==> config.mk <==
export PLATFORM = sky130hd
export DESIGN_NAME = pcg16_step
export DESIGN_NICKNAME = d
export VERILOG_FILES = /design/src/rtl/pcg16_pkg.sv /design/src/rtl/pcg16_step.sv
export SDC_FILE = /design/constraint.sdc
export NUM_CORES = 1
export LEC_CHECK = 0
export ABC_AREA = 1
export CAP_MARGIN = 25
export CORE_MARGIN = 3
export CORE_UTILIZATION = 63
export DETAILED_ROUTE_END_ITERATION = 8
export PLACE_DENSITY = 0.89
export RECOVER_POWER = 100
export SLEW_MARGIN = 25
export SYNTH_ARGS = -nofsm -noshare
export SYNTH_HDL_FRONTEND = slang
export SYNTH_SLANG_ARGS = --single-unit
==> constraint.sdc <==
create_clock -name vclk -period 10.71
set_clock_uncertainty 0.15 [all_clocks]
set_input_delay 2.142 -clock vclk [all_inputs]
set_output_delay 2.142 -clock vclk [all_outputs]
set_load 0.02 [all_outputs]
==> src/rtl/pcg16_pkg.sv <==
`default_nettype none
// ============================================================================
// Module : pcg16_pkg
// Brief  : Constants, FSM state type and output-shift helper for the PCG16 stream checker.
// Rev    : 1.0
// ============================================================================
package pcg16_pkg;

    localparam logic [15:0] PCG_MULT     = 16'd12829;
    localparam logic [15:0] PCG_INC      = 16'd47989;
    localparam logic [15:0] PCG_OUT_MULT = 16'd62169;
    localparam logic [15:0] PCG_SEED     = 16'd4356;

    typedef enum logic [1:0] {
        SEEK    = 2'd0,
        LOCKING = 2'd1,
        LOCKED  = 2'd2,
        LOST    = 2'd3
    } chk_state_e;

    // Output permutation shift: top three state bits select a shift of 3..10.
    function automatic logic [3:0] pcg_out_shift(input logic [15:0] s);
        return {1'b0, s[15:13]} + 4'd3;
    endfunction

endpackage
`default_nettype wire

==> src/rtl/pcg16_step.sv <==
`default_nettype none
// ============================================================================
// Module : pcg16_step
// Brief  : Combinational PCG16 step: next state and output byte for a state.
// Rev    : 1.0
// ============================================================================
module pcg16_step
    import pcg16_pkg::*;
(
    input  wire logic [15:0] s,
    output logic      [15:0] next_s,
    output logic      [7:0]  out_byte
);

    logic [15:0] w_x;
    logic [15:0] w_prod;

    always_comb begin
        w_x      = (s >> pcg_out_shift(s)) ^ s;
        w_prod   = w_x * PCG_OUT_MULT;
        out_byte = w_prod[15:8];
        next_s   = s * PCG_MULT + PCG_INC;
    end

endmodule
`default_nettype wire

==> flow_metrics.py <==
metrics = {
    "sta": {
        "finalCritPeriodShare_pct": 97.5,
        "rsz0062_at_grt": "false",
        "setup_viol": 0,
        "fin_crit_ns": 10.44,
        "worst_pin_slew_ns": 0.364,
        "slew_violations": 0,
        "finalHoldViolCount": 0,
        "hold-worst-slack_ns": 5.22,
        "max_freq_mhz": 95.8,
        "relSlewSlack_pct": 75.5,
    },
    "final_layout": {
        "clock_buffer_count": 0,
        "fin_area_sq_mm": 0.00546,
        "final_util_pct": 74.5,
        "seq_area_sq_um": 0,
        "area_growth_pct": 13.9,
        "mostFrequentLayoutCell": "inv_1",
        "final_cell_mix": "inv_1, ha_1, nand2_1",
        "drive_above_1_share_pct": 6.68,
        "antenna-diode-count": 0,
        "layout.nets": 853,
        "fill_cells": 515,
        "multiInputGateArea_sq_mm": 0.00416,
        "seq_cells": 0,
    },
    "critical_path": {
        "max_stage_delay_ns": 0.63,
        "cpMaxStageDelayCell": "clkdlybuf4s50_1",
        "cp_num_buf_inv": 6,
        "crit_path_frequent_cell": "fa_1",
        "cp-end-kind": "primary output",
        "cp_top_family": "adder cells",
        "path_class": "primary input to primary output",
        "crit_path_max_fanout": 16,
        "crit_chain": "clkdlybuf4s50_1 > buf_4 > nor2_1 > o21ai_0 > o221ai_1 > xor2_1 > inv_1 > ha_1 > ha_1 > fa_1 > inv_1 > fa_1 > inv_1 > fa_1 > ha_1 > fa_1 > nand3_1 > nand3_1 > a21oi_1 > nor2_1 > nor2_1 > xnor2_1 > clkdlybuf4s50_1",
        "path_depth": 23,
        "start_kind": "primary input",
        "critPathArrivalTime_ns": 8.15,
        "required_ns": 8.42,
    },
    "worst_hold_path": {
        "hp-class": "primary input to primary output",
        "whs_path_depth": 12,
    },
    "clock_network": {
        "ctsHoldBuffers": 0,
    },
    "routing": {
        "ant_nets": 0,
        "routedWlPerCell_um": 15.7,
        "drtIter0Drc": 189,
        "routed_wl_um": 11900,
        "route.detailed.drc": 0,
        "vias": 4171,
        "first_pass_iters": 5,
        "vias_per_cell": 5.50,
    },
    "die": {
        "chipHeight_um": 93.2,
        "die_w_um": 93.2,
        "num_rows": 31,
        "start_util_pct": 65.4,
        "core-area_sq_mm": 0.00733,
        "num_io_pins": 40,
        "die_area_sq_mm": 0.00869,
    },
    "global_routing": {
        "grt_usage_pct": 29.0,
        "grt_pass1_wl_um": 20500,
        "antenna_found_initial": 0,
        "grt_max_degree": 17,
        "overflow": 0,
        "first_global_vias": 4539,
    },
    "placed_design": {
        "dpl.hpwl_um": 10700,
        "place_congestion": 0.929,
        "placed_cell_area_sq_mm": 0.00547,
        "placement.io_buffers": 40,
    },
    "logic_synthesis": {
        "ys_types": 36,
        "avgSynthCellArea_sq_um": 8.00,
        "yosysWarnings": 0,
        "syn_inst": 599,
        "synth_seq_area_share_pct": 0,
        "syn_nets": 791,
        "synth_top_area_cell": "ha_1",
        "synth_top_area_share_pct": 28.7,
        "synth.cell_area_sq_mm": 0.00479,
        "yosys-top-cells-area": "ha_1, fa_1, inv_1",
    },
    "run": {
        "cap_violations": 0,
    },
    "status": {
        "status": "completed",
    },
}
-- Yosys cell counts --
cell,number
nand4_1,1
o31ai_1,1
nor2_1,14
a221oi_1,1
xor2_2,2
nor2_4,1
a31oi_1,1
clkbuf_1,1
xor2_1,32
buf_4,1
buf_6,2
xnor2_1,15
nor3_1,2
a31oi_4,1
a21oi_1,19
o21ai_0,11
nand3_1,42
and3_1,1
buf_2,2
fa_1,66
nand2_1,95
ha_1,110
and2_1,1
o221ai_1,1
inv_1,154
a211oi_4,1
o21ai_1,1
nor2_2,1
nand3_2,3
inv_2,4
o21bai_1,1
a31o_2,1
o2111ai_1,2
nand3b_1,3
a21o_1,2
nand2_2,3
-- through the flow --
step,setup slack (ns),std cells,setup TNS [ns]
final,0.271,758,0
after global routing,0.00774,758,0
after CTS,0.000905,758,0
after detailed placement,-0.0547,758,-0.0547
after global placement,0.259,758,0
after floorplan,1.31,599,0
-- final timing paths --
path,end,slack (ns),startpoint
setup / recovery,out_byte[5],0.27,s[14]
hold / removal,out_byte[7],5.22,s[13]
-- per-layer routing --
layer | up-vias | share of wire [%] | track usage (%)
met5 | - | 0 | 0
met1 | 1980 | 41 | 36.2
met2 | 161 | 51 | 52.7
met4 | 0 | 3.5 | 10.1
met3 | 45 | 4.2 | 2.09
li1 | 1985 | - | -
-- final cells by class --
class	instances	area share, %
multi-input combinational	435	76.1
timing repair buffer	66	10.7
tap	99	2.27
inverter	158	10.9
-- kinds of logic after synthesis --
group | count (synthesis) | synth area share [%]
adder cells (fa/ha/maj) | 176 | 56.3
XOR/XNOR | 49 | 9.27
buffers and inverters | 164 | 13.3
AO/OA/AOI/OAI | 43 | 5.77
AND/OR/NAND/NOR | 167 | 15.4
-- what timing repair did --
action,4_1_cts,5_1_grt
setup endpoints to repair,1,3
gates resized for setup,1,5
setup buffers,0,0
Power is left out: the tool's default activity adds up to more than one toggle a clock period on the data nets, which glitch-free logic cannot reach.
